===== src/rtl/xbar_pkg.sv =====
// Shared crossbar types: master IDs, FIFO occupancy states and command encoding.
package xbar_pkg;

    typedef logic [2:0] master_id_t;

    localparam master_id_t MID_NONE = 3'd0;
    localparam master_id_t MID_M1   = 3'd1;
    localparam master_id_t MID_M2   = 3'd2;
    localparam master_id_t MID_M3   = 3'd3;
    localparam master_id_t MID_M4   = 3'd4;

    localparam int NUM_MASTERS = 4;

    typedef enum logic [1:0] {
        EMPTY,
        PARTIAL,
        FULL
    } occ_state_e;

    localparam logic CMD_READ  = 1'b0;
    localparam logic CMD_WRITE = 1'b1;

    // True for IDs that name a real master (1..4).
    function automatic logic mid_valid(master_id_t id);
        return (id >= MID_M1) && (id <= MID_M4);
    endfunction

endpackage


===== src/rtl/id_fifo.sv =====
// Issue-order ID FIFO. No bypass and no overflow guard: the caller qualifies
// push/pop against full/empty.
module id_fifo #(
    parameter int WIDTH = 3,
    parameter int DEPTH = 4,
    localparam int AW = $clog2(DEPTH),
    localparam int CW = AW + 1
) (
    input  logic             clk,
    input  logic             reset_n,
    input  logic             push,
    input  logic [WIDTH-1:0] din,
    input  logic             pop,
    output logic [WIDTH-1:0] dout,
    output logic             full,
    output logic             empty,
    output logic [CW-1:0]    count
);

    logic [DEPTH-1:0][WIDTH-1:0] mem;
    logic [AW-1:0]               wptr;
    logic [AW-1:0]               rptr;

    // Storage, pointers (wrap modulo DEPTH) and occupancy count.
    always_ff @(posedge clk or negedge reset_n) begin
        if (!reset_n) begin
            mem   <= '0;
            wptr  <= '0;
            rptr  <= '0;
            count <= '0;
        end else begin
            if (push) begin
                mem[wptr] <= din;
                wptr      <= wptr + 1'b1;
            end
            if (pop)
                rptr <= rptr + 1'b1;
            case ({push, pop})
                2'b10:   count <= count + 1'b1;
                2'b01:   count <= count - 1'b1;
                default: count <= count;
            endcase
        end
    end

    assign dout  = mem[rptr];
    assign full  = (count == CW'(DEPTH));
    assign empty = (count == '0);

endmodule


===== src/rtl/resp_router_4.sv =====
// Slave-side read-response router: tracks the owner of each accepted read in
// issue order and steers each slave response back to that master.
module resp_router_4
    import xbar_pkg::*;
#(
    parameter int SLAVE      = 0,
    parameter int DATA_WIDTH = 32,
    parameter int DEPTH      = 4
) (
    input  logic                  clk,
    input  logic                  reset_n,
    input  logic                  slave_req,
    input  logic                  slave_ack,
    input  logic                  slave_cmd,
    input  logic [2:0]            number_master_en,
    input  logic                  slave_resp,
    input  logic [DATA_WIDTH-1:0] slave_rdata,
    output logic                  master_1_resp,
    output logic                  master_2_resp,
    output logic                  master_3_resp,
    output logic                  master_4_resp,
    output logic [DATA_WIDTH-1:0] master_1_rdata,
    output logic [DATA_WIDTH-1:0] master_2_rdata,
    output logic [DATA_WIDTH-1:0] master_3_rdata,
    output logic [DATA_WIDTH-1:0] master_4_rdata,
    output logic                  rd_accept_ok,
    output logic                  err_resp,
    output logic                  err_id
);

    localparam int CW = $clog2(DEPTH) + 1;

    logic                                   rd_acc;
    logic                                   id_ok;
    logic                                   push;
    logic                                   pop;
    logic                                   full;
    logic                                   empty;
    logic [CW-1:0]                          count;
    master_id_t                             head;
    master_id_t                             lane_sel;
    logic [NUM_MASTERS-1:0]                 resp_q;
    logic [NUM_MASTERS-1:0][DATA_WIDTH-1:0] rdata_q;
    occ_state_e                             state;
    occ_state_e                             state_nxt;

    assign rd_acc   = slave_req && slave_ack && (slave_cmd == CMD_READ);
    assign id_ok    = mid_valid(number_master_en);
    // A pop frees the slot, so a push while full is fine in the same cycle.
    assign pop      = slave_resp && !empty;
    assign push     = rd_acc && id_ok && (!full || pop);
    assign lane_sel = head - MID_M1;

    id_fifo #(
        .WIDTH ($bits(master_id_t)),
        .DEPTH (DEPTH)
    ) u_fifo (
        .clk     (clk),
        .reset_n (reset_n),
        .push    (push),
        .din     (number_master_en),
        .pop     (pop),
        .dout    (head),
        .full    (full),
        .empty   (empty),
        .count   (count)
    );

    // Per-master registered response pulse and held read data.
    for (genvar i = 0; i < NUM_MASTERS; i++) begin : g_lane
        always_ff @(posedge clk or negedge reset_n) begin
            if (!reset_n) begin
                resp_q[i]  <= 1'b0;
                rdata_q[i] <= '0;
            end else begin
                resp_q[i] <= pop && (lane_sel == master_id_t'(i));
                if (pop && (lane_sel == master_id_t'(i)))
                    rdata_q[i] <= slave_rdata;
            end
        end
    end

    assign master_1_resp  = resp_q[0];
    assign master_2_resp  = resp_q[1];
    assign master_3_resp  = resp_q[2];
    assign master_4_resp  = resp_q[3];
    assign master_1_rdata = rdata_q[0];
    assign master_2_rdata = rdata_q[1];
    assign master_3_rdata = rdata_q[2];
    assign master_4_rdata = rdata_q[3];

    assign rd_accept_ok = !full;

    // Sticky error flags: orphan response, bad ID, or dropped push while full.
    always_ff @(posedge clk or negedge reset_n) begin
        if (!reset_n) begin
            err_resp <= 1'b0;
            err_id   <= 1'b0;
        end else begin
            if (slave_resp && empty)
                err_resp <= 1'b1;
            if (rd_acc && (!id_ok || (full && !pop)))
                err_id <= 1'b1;
        end
    end

    // Occupancy state register.
    always_ff @(posedge clk or negedge reset_n) begin
        if (!reset_n) state <= EMPTY;
        else          state <= state_nxt;
    end

    // Occupancy next-state from push/pop and current count.
    always_comb begin
        state_nxt = state;
        case (state)
            EMPTY:   if (push) state_nxt = PARTIAL;
            PARTIAL: begin
                if (push && !pop && (count == CW'(DEPTH - 1)))
                    state_nxt = FULL;
                else if (pop && !push && (count == CW'(1)))
                    state_nxt = EMPTY;
            end
            FULL:    if (pop && !push) state_nxt = PARTIAL;
            default: state_nxt = EMPTY;
        endcase
    end

    a_no_overflow: assert property (@(posedge clk) disable iff (!reset_n)
        !(rd_acc && id_ok && full && !pop))
        else $error("resp_router_4[%0d]: read accepted while full", SLAVE);

    a_occ_match: assert property (@(posedge clk) disable iff (!reset_n)
        (state == EMPTY) == empty && (state == FULL) == full)
        else $error("resp_router_4[%0d]: occupancy state mismatch", SLAVE);

endmodule


===== config.mk =====
export PLATFORM = sky130hd
export DESIGN_NAME = resp_router_4
export DESIGN_NICKNAME = d
export VERILOG_FILES = /design/src/rtl/xbar_pkg.sv /design/src/rtl/id_fifo.sv /design/src/rtl/resp_router_4.sv
export SDC_FILE = /design/constraint.sdc
export NUM_CORES = 1
export LEC_CHECK = 0
export BUFFER_PORTS_ARGS = -buffer_cell sky130_fd_sc_hd__buf_2
export CAP_MARGIN = 40
export CORE_ASPECT_RATIO = 0.75
export CORE_UTILIZATION = 48
export CTS_BUF_LIST = sky130_fd_sc_hd__clkbuf_2
export DETAILED_ROUTE_END_ITERATION = 6
export GPL_TIMING_DRIVEN = 0
export PLACE_DENSITY = 0.81
export SYNTH_ARGS = -nofsm -noshare
export SYNTH_HDL_FRONTEND = slang
export SYNTH_HIERARCHICAL = 1
export SYNTH_SLANG_ARGS = --single-unit

===== constraint.sdc =====
create_clock -name clk -period 2.3 [get_ports clk]
set_clock_uncertainty 0.05 [all_clocks]
set_input_delay 0.46 -clock clk [delete_from_list [all_inputs] [get_ports clk]]
set_output_delay 0.46 -clock clk [all_outputs]
set_load 0.01 [all_outputs]

Yosys cells after proc, flatten, opt, wreduce, memory -nomap -nowiden
Cells that the tools add are included.

Register bits: 153. Output and inout port bits: 135. Logic and storage cells: 63.

$add $sub $neg: 5. $lt $le $gt $ge: 5. Eq/ne operators: 6. Muxes and demuxes: 6. Bitwise logic cells: 1. Reductions and logical operators: 23.

Operators by type and width (number): 1-bit logical AND (14); 12-bit bitwise mux (1); 3-bit binary-select mux with 2-bit select (1); 3-bit demux with 2-bit select (1); 3-bit by 2-bit == test with 1-bit output (second input constant) (2); 3-bit zero test (2); 2-bit by 3-bit < comparator with 1-bit output (second input constant) (2); 3-bit two-way mux (2); 3-bit one-hot mux with 2 select lines (1); 3-bit by 1-bit subtractor with 3-bit output (second input constant) (2); 2-bit by 1-bit adder with 2-bit output (second input constant) (2); 1-bit zero test (4); 3-bit by 1-bit adder with 3-bit output (second input constant) (1); 3-bit by 1-bit == test with 1-bit output (second input constant) (1); 3-bit == test (second input constant) (1); 3-bit by 1-bit >= comparator with 1-bit output (second input constant) (1); 3-bit <= comparator (second input constant) (1); 2-bit by 1-bit == test with 1-bit output (second input constant) (1); 2-bit == test (second input constant) (1); 2-bit by 1-bit >= comparator with 1-bit output (second input constant) (1); 1-bit logical OR (2); 2-bit nonzero test (1); 1-bit inverter (1).

Logic depth before layout (Yosys ltp)
Gate-level depths: netlist of the first run.

Depth after elaboration: 7. Mapped depth: 11. Depth with buffers taken out: 10.

Cells and area by module
The synthesis of the first run kept the hierarchy.

Modules (own cells, without submodules): resp_router_4 (times used 1, cells an instance 295, area an instance 5136.2 µm²); id_fifo (times used 1, cells an instance 65, area an instance 907.1 µm²).

Worst setup path before layout of the first run
No wires, ideal clock.

Kind: flip-flop to flip-flop. Start: register u_fifo.rptr[0]. End: register rdata_q, in the netlist master_1_rdata[10]. Arrival time: 2.073 ns. Required time: 2.125 ns. Setup slack: 0.052 ns. Cell stages (with the launch flop): 7. Period minus slack after synthesis: 2.248 ns. Cell sequence: dfrtp_1 buf_6 mux4_2 or4b_4 buf_6 buf_6 mux2_4.

Cells in the longest elaborated chain, start to end: 5.

Ends and longest elaborated chain: start, declared (RTL line id_fifo.sv:22) `logic [AW-1:0] rptr;`; start signal, assigned (RTL line id_fifo.sv:37) `rptr <= rptr + 1'b1;`; 3-bit binary-select mux with 2-bit select (RTL line id_fifo.sv:46) `assign dout = mem[rptr];`; 3-bit two-way mux (implied by the code) (RTL line id_fifo.sv:46); net head[1] (RTL line resp_router_4.sv:40) `master_id_t head;`; 3-bit by 1-bit subtractor with 3-bit output (RTL line resp_router_4.sv:52) `assign lane_sel = head - MID_M1;`; 3-bit zero test (RTL line resp_router_4.sv:77) `if (pop && (lane_sel == master_id_t'(i)))`; 1-bit logical AND (RTL line resp_router_4.sv:77); end signal, assigned by index (RTL line resp_router_4.sv:78) `rdata_q[i] <= slave_rdata;`; end, declared (RTL line resp_router_4.sv:43) `logic [NUM_MASTERS-1:0][DATA_WIDTH-1:0] rdata_q;`.

The timed path passes the listed nets, and every way through them passes these cells. The select of a mux whose other input is x is not followed. A chain may end at the register's enable or synchronous reset.

Final worst setup path of the first run
Start: register u_fifo.rptr[0]. End: register rdata_q, in the netlist master_1_rdata[23].

Same word-level chain as after synthesis.

==> run metrics, run 1 <==
Synth Warn #=6; EDFF count, synth=0; DP Cell Count=~700; I/O Buffers=between 150 and 200; final WL=13400 um; Post-Syn Instances=360; area grow syn2layout=31.1%; Synth Area in Simple Gates=between 2 and 2.5%; H-tree levels=4; Die Wd=132 um; Iter 0 DRT Violations=146; leak pwr=roughly 4.1 nW; Slew headroom=a little under three fifths; main combinational cell family by area after synthesis=multiplexers; max-cap violation count=0; DRC=0; XOR/XNOR Fraction of Synth Area=about 1.0%; period utilization=102%; Initial Utilization=about half; Synth Area in Adders=under 10%; Global Route Usage Sum=around 22%; ys async rst share=100%; Synth Net Count=407; commonest non-fill, non-tap cell in the layout=buf_2; Clock Root Buffer=clkbuf_2; type of the worst setup path=reg2reg; final worst slack=-0.0402 ns; P per Cell Area=~1400 mW/mm^2; FP Rows=35; Setup Viol. Count Final=22; core area=about 0.012 mm^2; Critical Path RT=between 2 and 3 ns; share of cells above drive strength 1=a little over 60%; die area=approximately 0.013 mm^2; fin area=0.00793 mm^2; DR WL/cell=17.2 um; worst-path maximum fanout=10; clock latency on the worst-skew pair=between 0.6 and 0.7 ns; #FFs+latches synth=approximately 150; DR pass1 iterations=4; CTS max path bufs=2; max-slew violation count=0; Worst VDD drop=between 0.0007 and 0.0008 V; Fin. Hold Viols=0; filler cell count=about 900; Die H=99.2 um; post-synthesis mux area share=29.2%; most frequent cells in the layout=buf_2 (177), dfrtp_1 (153), mux2_2 (111), dlygate4sd3_1 (37), mux2_4 (29); Vias=about 3800; RSZ-0062 raised after global routing=yes; minimum clock period=between 2 and 2.5 ns; fmax=approximately 430 MHz; vias in the first global route=4140; sequential element share of the synthesized area=about 63%; non-filler cells, final=between 700 and 800; Mapped Area=slightly above 0.006 mm^2; CP Capture Type=register; CP Launch Type=register; Least-Margin Pin Slew=approximately 0.67 ns; largest net degree at the start of global routing=between 80 and 90; compound-cell area share of the yosys netlist=less than 1%; GRT overflow=0; Final Net Count=~650; gpl congestion=about 0.84; DP Area=~0.0072 mm^2; first-pass GRT wire length=between 20000 and 25000 um; dominant synthesized flop cell=dfrtp_1; WP data arrival=between 2 and 3 ns; antenna cells=0; Post-DRT Antenna Nets=0; CTS buffer count=17; placed wire-length estimate=roughly 9100 um; Netlist cell types=27; initial antenna violation count=0; failing checks=negative setup slack; CTS tree=yes; Top Ports=176; Clock transition at path regs=between 0.2 and 0.25 ns; Worst Hold Class=in2reg; post-synthesis area per instance=16.8 um^2; DR vias/cell=about 5; clock sinks=roughly 150; status=finished, violations left
## state kept, by name (all words and copies together), names as in the netlist, 2 cells and up
register        flops
u_fifo/rptr         2
master_4_rdata     32
master_1_rdata     32
u_fifo/count        3
master_2_rdata     32
u_fifo/wptr         2
u_fifo/mem         12
master_3_rdata     32
## power breakdown
part | total [mW] | internal [mW] | switching, mW
clock | 1.71 | 0.728 | 0.987
combinational | 4.86 | 2.69 | 2.17
sequential | 4.62 | 3.95 | 0.672
total | 11.2 | 7.37 | 3.83
## worst paths after layout
kind | cells past startpoint | end | slack (ns) | startpoint
hold reg to reg | 1 | err_id | 0.44 | err_id
hold / removal | 3 | err_id | 0.07 | slave_cmd
setup reg to reg | 5 | master_1_rdata[23] | -0.04 | u_fifo/rptr[0]
min in group asynchronous | 2 | master_3_rdata[13] | 0.28 | reset_n
max in group asynchronous | 3 | master_2_rdata[1] | 1.08 | reset_n
setup / recovery | 5 | master_1_rdata[23] | -0.04 | u_fifo/rptr[0]
## per-layer routing
| layer | part of all wire (%) | up-vias | GRT usage, % |
|---|---|---|---|
| li1 | - | 1738 | - |
| met1 | 45 | 1949 | 27.9 |
| met2 | 48 | 117 | 36.1 |
| met3 | 5.9 | 11 | 6.93 |
| met4 | 0.76 | 0 | 5.55 |
| met5 | 0 | - | 0 |
## cell usage after synthesis (all sizes together) (2+ instances only)
master | n | area share (%)
buf | 15 | 1.9
dfrtp | 153 | 63
ha | 5 | 1.0
inv | 11 | 0.68
mux2 | 140 | 28
mux4 | 3 | 1.1
nand2 | 7 | 0.43
nor2 | 4 | 0.25
nor3 | 2 | 0.17
xnor2 | 2 | 0.29
xor2 | 5 | 0.72
## cells by family after synthesis
group	Yosys count
DFF	153
and+or+nand+nor	20
AOI/OAI and AO/OA	4
adders and majority gates	6
buffers and inverters	26
muxes	144
xor gates and xnor gates	7
## through the flow
stage               worst slack (ns)  util, %  hold slack (ns)  power (mW)  setup TNS (ns)
finish                       -0.0402     64.6           0.0724        11.2          -0.527
global route                  -0.106     64.6          0.00115        11.9           -2.32
CTS                          -0.0484     64.3          0.00120        11.2          -0.924
detailed placement            -0.395     58.4            0.400        9.34          -13.63
global placement               -1.31     58.1            0.385        9.09         -209.37
floorplan                     0.0523        -            0.114        7.51               0
## layout make-up
class / instances / area (um^2) / area share [%]
flip-flops and latches: 153 / 3830 / 48.3
multi-input cells: 181 / 2090 / 26.3
repair buffers: 222 / 1350 / 17.0
well taps: 166 / 208 / 2.62
clock inverters: 13 / 191 / 2.42
plain buffers: 14 / 133 / 1.67
clock buffers: 18 / 90.1 / 1.14
inverters: 11 / 41.3 / 0.521
## worst max-delay path, stage by stage (launching register included)
cell and delay (ns):
dfrtp_1 0.39, buf_6 0.12, mux4_2 0.57, or4b_4 0.63
buf_6 0.20, mux2_4 0.30
## what timing repair did
item                                    in CTS  in global routing
hold buffers                                37                  0
endpoints found under the setup margin      84                 84
pin swaps                                    3                  2
hold endpoints to repair                   214                  0
gates resized for setup                      5                 10
buffers inserted                             7                  2
Note: power is estimated with default switching activity, not from simulation.
==> inputs of run 2 (changes only) <==
CELL_PAD_IN_SITES_DETAIL_PLACEMENT = 2   (was default)
CELL_PAD_IN_SITES_GLOBAL_PLACEMENT = 2   (was default)
CORE_ASPECT_RATIO = 0.8   (was 0.75)
CORE_UTILIZATION = 33   (was 48)
PLACE_DENSITY = 0.8   (was 0.81)
==> run 2 against run 1 <==
Compared with the run above:
- the run still ends with negative setup slack left
- sequential power hardly changed
- maximum frequency is 1.5% lower
- flip-flop and latch count stayed put
- first-iteration DRC count is 31% lower
- non-clock buffer count is 8 higher
- via count is 3.6% higher
- critical path type unchanged
- cell area is 2.1% higher
- total power is 0.71% higher
- utilization is 19 points lower
- global-route usage is 3.7 points lower
- largest cell class unchanged
==> run metrics, run 2 (synthesis results as in run 1) <==
internal power=7.24 mW (-1.7%); Post-DRT Antenna Nets=0 (unchanged); Hold WS=0.262 ns (+0.190 ns); H-tree levels=4 (unchanged); Fin. Hold Viols=0 (unchanged); Tot Pwr=11.3 mW (+0.71%); switch share=35.8% (+1.6 points); DR vias/cell=4.67 (-4.8%); Worst VDD drop=0.000515 V (-34%); placed wire-length estimate=11400 um (+25%); clock latency on the worst-skew pair=0.71 ns (+0.04 ns); Iter 0 DRT Violations=101 (-31%); Die Wd=153 um (+17%); most frequent cells in the layout=buf_2 (173), dfrtp_1 (153), mux2_2 (111), dlygate4sd3_1 (40), mux2_4 (29); GRT overflow=0 (unchanged); filler cell count=1755 (+99%); leak pwr=4.11 nW (+0.91%); DRC=0 (unchanged); CTS tree=yes; Clock transition at path regs=0.23 ns (about the same); clock sinks=153 (unchanged); fmax=421 MHz (-1.5%); Final Net Count=655 (+1.2%); initial antenna violation count=1 (+1); Logic pwr share=45.5% (+2.1 points); Worst Hold Class=in2async; core area=0.0176 mm^2 (+44%); DP Cell Count=762 (+8.5%); FP Rows=43 (+23%); Seq pwr share=41.2% (about the same); vias in the first global route=4462 (+7.8%); Setup Viol. Count Final=29 (+32%); Slew headroom=51.0% (-4.3 points); Worst path max stage delay=0.66 ns (+0.03 ns); final worst slack=-0.0747 ns (-0.0345 ns); non-filler cells, final=847 (+8.9%); minimum clock period=2.37 ns (+0.0345 ns); max-cap violation count=0 (unchanged); clock power share=13.3% (-2.0 points); die area=0.0189 mm^2 (+45%); CTS max path bufs=2 (unchanged); Global Route Usage Sum=18.0% (-3.7 points); cell chain of the critical path=buf_6, mux4_2, or4b_4, buf_12, mux2_4; Final Util=45.8% (-19 points); Least-Margin Pin Slew=0.735 ns (+0.0641 ns); internal reg-to-reg setup slack=-0.07 ns (-0.03 ns); first-pass GRT wire length=25500 um (+17%); Clock Root Buffer=clkbuf_2; Critical Path RT=2.85 ns (+0.02 ns); failing checks=negative setup slack; top cell family by delay on the critical path=multiplexers; CP Launch Type=register; type of the worst setup path=reg2reg; share of cells above drive strength 1=62.8% (+0.55 points); Die H=123 um (+24%); CP Capture Type=register; RSZ-0062 raised after global routing=yes; status=finished, violations left; I/O Buffers=175 (unchanged); DR pass1 iterations=4 (unchanged); worst-path maximum fanout=10 (unchanged); largest net degree at the start of global routing=78 (-3.7%); Top Ports=176 (unchanged); P per Cell Area=1390 mW/mm^2 (-1.3%); Vias=3954 (+3.6%); Initial Utilization=34.2% (-15 points); gpl congestion=0.734 (-12%); max-slew violation count=0 (unchanged); final WL=16300 um (+22%); commonest non-fill, non-tap cell in the layout=buf_2; WP data arrival=2.92 ns (+0.05 ns); Psw=4.04 mW (+5.4%); DR WL/cell=19.3 um (+12%); period utilization=103% (+1.5 points); CTS buffer count=17 (unchanged); crit path max-delay cell type=or4b_4; Worst Path Buf+Inv=2 (unchanged); area grow syn2layout=33.9%
[run 2: final cells by class]
cell class                      count  area, um^2  share of cell area, %
Timing Repair Buffer              231        1440                   17.8
Inverter                           11        43.8                  0.541
Multi-Input combinational cell    181        2110                   26.0
Clock inverter                     15         151                   1.87
Sequential cell                   153        3830                   47.3
Buffer                             13         146                   1.81
Clock buffer                       17        85.1                   1.05
Tap cell                          225         282                   3.48
Antenna cell                        1        2.50                 0.0309
[run 2: final timing paths]
check                               start                 end  cells after the start
setup / recovery           u_fifo/rptr[0]  master_1_rdata[12]                      5
hold / removal                    reset_n  master_4_rdata[26]                      2
setup reg to reg           u_fifo/rptr[0]  master_1_rdata[12]                      5
hold reg to reg                  err_resp            err_resp                      1
max in group asynchronous         reset_n   master_1_rdata[7]                      3
min in group clk                 err_resp            err_resp                      1
[run 2: power groups by stage]
stage,logic (mW),registers (mW),clock network (mW)
global route,5.54,4.82,1.69
global placement,4.60,4.59,0
detailed placement,4.83,4.72,0
finish,5.13,4.65,1.50
floorplan,2.39,5.13,0
CTS,4.98,4.66,1.58
[run 2: worst reg2reg max path, delay by kind of cell, from the launching register on]
family | cells | cell delay, ns
multiplexers | 2 | 0.85
buffers and inverters | 2 | 0.33
AND/OR/NAND/NOR | 1 | 0.66
flip-flops | 1 | 0.39
[run 2: through the flow]
step / TNS, ns / cell area (um^2) / setup slack [ns]
final: -1.46 / 8090 / -0.0747
after global routing: -3.22 / 8090 / -0.124
after CTS: -2.90 / 7930 / -0.0789
after detailed placement: -8.92 / 7240 / -0.228
after global placement: -229.55 / 7200 / -1.41
after floorplan: 0 / 6040 / 0.0523
[run 2: metal layers]
metal	wire length (um)	global-route usage (%)
met2	8610	31.7
met1	6730	21.3
met5	0	0
met3	827	5.33
met4	148	5.81
[run 2: repair_timing]
item,4_1_cts,5_1_grt
pin swaps,4,4
endpoints found under the setup margin,117,96
hold buffers,40,0
resized for setup,6,33
setup buffers,5,9
endpoints found under the hold margin,218,0
==> inputs of run 3 (changes only) <==
CORE_UTILIZATION = 32   (was 33)
CTS_BUF_LIST = sky130_fd_sc_hd__clkbuf_16   (was sky130_fd_sc_hd__clkbuf_2)
PLACE_DENSITY = 0.78   (was 0.8)
TNS_END_PERCENT = 20   (was default)
==> run 3 against run 2 <==
Compared with the run above:
- the flow still finishes with violations (negative setup slack)
- combinational power shrank 4.7%
- maximum frequency grew 0.10%
- worst setup slack gained 0.0024 ns
- hold slack lost 0.013 ns
- flip-flop and latch count is the same
- first-iteration DRC count shrank 11%
- sequential power grew 0.9%
- cell area shrank 1.6%
==> run metrics, run 3 (synthesis results as in run 1) <==
status=finished, violations left; failing checks=negative setup slack; Logic pwr share=39.9% (-5.6 points); global-route track usage on met2=28.7% (-3.0 points); internal power=8.20 mW (+13%); share of cells above drive strength 1=65.0% (+2.2 points); cell chain of the critical path=buf_6, mux4_2, or4b_4, buf_8, mux2_4; Critical Path RT=2.55 ns (-0.30 ns); DR vias/cell=4.50 (-3.7%); Iter 0 DRT Violations=90 (-11%); WHS Path Cells=2; max-cap violation count=0 (unchanged); vias in the first global route=4268 (-4.3%); leak pwr=4.05 nW (-1.6%); non-filler cells, final=827 (-2.4%); DRC=0 (unchanged); Hold Startpoint=slave_resp; Clock Root Buffer=clkbuf_16; clock sinks=153 (unchanged); initial antenna violation count=0 (-1); CTS max path bufs=2 (unchanged); Worst Hold Class=in2reg; DR WL/cell=18.7 um (-2.7%); fmax=422 MHz (+0.10%); worst r2r dst=master_1_rdata[4]; core area=0.0183 mm^2 (+3.9%); largest net degree at the start of global routing=85 (+9.0%); CTS buffer count=17 (unchanged); Die Wd=156 um (+1.5%); GRT overflow=0 (unchanged); most frequent cells in the layout=buf_2 (175), dfrtp_1 (153), mux2_2 (111), mux2_4 (29), clkbuf_16 (17); final WL=15500 um (-5.0%); Seq pwr share=38.2% (-3.0 points); P per Cell Area=1540 mW/mm^2 (+10%); DP Cell Count=790 (+3.7%); first-pass GRT wire length=24900 um (-2.2%); dpl ws=-0.170 ns (+0.0581 ns); setup TNS=-1.87 ns (-0.406 ns); worst-path maximum fanout=10 (unchanged); Hold EP=err_resp; DR pass1 iterations=4 (unchanged); multi-input logic area=0.00209 mm^2 (-1.0%); Tot Pwr=12.3 mW (+8.7%); reg2reg start=u_fifo/rptr[0]; placed wire-length estimate=11200 um (-1.7%); I/O Buffers=175 (unchanged); Worst VDD drop=0.000500 V (-2.9%); R2R depth=5 (unchanged); Die H=125 um (+1.5%); met1 Track Usage GR=20.7% (-0.58 points); Fin. Hold Viols=0 (unchanged); CP Capture Type=register; Initial Utilization=33.0% (-1.3 points); die area=0.0194 mm^2 (+3.1%); Final Net Count=609 (-7.0%); clock power share=21.9% (+8.6 points); Least-Margin Pin Slew=0.648 ns (-0.0870 ns); CP Launch Type=register; filler cell count=1834 (+4.5%); RSZ-0062 raised after global routing=yes; gr busiest metal=met2; Post-DRT Antenna Nets=0 (unchanged); commonest non-fill, non-tap cell in the layout=buf_2; Vias=3718 (-6.0%); Top Ports=176 (unchanged); switch share=33.1% (-2.7 points); Slew headroom=56.8% (+5.8 points); period utilization=103% (-0.11 points); Clock transition at path regs=0.06 ns (-0.17 ns); H-tree levels=4 (unchanged); Final Util=43.4% (-2.4 points); minimum clock period=2.37 ns (-0.00243 ns); gpl congestion=0.735 (+0.12%); area grow syn2layout=31.8%; antenna cells=0 (-1); type of the worst setup path=reg2reg; CTS tree=yes; FP Rows=44 (+2.3%); Worst path max stage delay=0.66 ns (about the same); Sequential Area=0.00383 mm^2 (unchanged); Global Route Usage Sum=17.0% (-0.98 points); met3 Resource Use GR=5.85% (+0.52 points); clock latency on the worst-skew pair=0.42 ns (-0.29 ns); crit path max-delay cell type=or4b_4; internal reg-to-reg setup slack=-0.07 ns (about the same); WP data arrival=2.62 ns (-0.30 ns); Psw=4.05 mW (+0.44%); final worst slack=-0.0722 ns (+0.00243 ns); Setup Viol. Count Final=29 (unchanged); max-slew violation count=0 (unchanged)
run 3: cell type report:
cell class,instances,share of cell area [%]
clock buffers,17,5.34
flip-flops and latches,153,48.1
plain buffers,14,1.95
clock inverters,14,1.68
well taps,253,3.98
inverters,11,0.519
multi-input cells,181,26.2
repair buffers,184,12.3
run 3: per-layer routing:
metal  vias to the layer above  wire length (um)
li1                       1669                 -
met1                      1921              6620
met2                       113              7770
met3                        15               948
met4                         0               155
met5                         -                 0
run 3: power by group through the flow:
stage	sequential [mW]	clock, mW	combinational [mW]
global placement	4.60	0	4.60
finish	4.69	2.68	4.89
CTS	4.71	2.78	4.92
detailed placement	4.72	0	4.82
global route	4.85	2.87	5.31
floorplan	5.13	0	2.39
run 3: what timing repair did:
action,in CTS,in global routing
hold buffers,1,0
endpoints found under the hold margin,4,0
endpoints found under the setup margin,110,89
pin swaps,2,2
resized for setup,9,15
setup buffers,3,3
run 3: metrics by stage:
step / instance area [um^2] / hold WS, ns
2_1_floorplan: 6040 / 0.114
3_3_place_gp: 7240 / 0.385
3_5_place_dp: 7280 / 0.412
4_1_cts: 7900 / 0.230
5_1_grt: 7960 / 0.239
6_report: 7960 / 0.250
run 3: worst max-delay path: cells and delay by family (launching register included):
family / cells / cell delay [ns]
buffers and inverters: 2 / 0.33
DFF: 1 / 0.34
muxes: 2 / 0.86
and+or+nand+nor: 1 / 0.66
run 3: worst max path at each step:
stage                                   start            endpoint  slack [ns]  cells after the start
after global routing           u_fifo/rptr[0]   master_1_rdata[3]       -0.14                      5
after detailed placement  number_master_en[1]     u_fifo/count[2]       -0.17                     12
after floorplan                u_fifo/rptr[0]  master_1_rdata[10]        0.05                      6
after CTS                      u_fifo/rptr[0]   master_1_rdata[9]       -0.09                      5
after global placement                reset_n  master_3_rdata[10]       -1.45                      1
final                          u_fifo/rptr[0]   master_1_rdata[4]       -0.07                      5
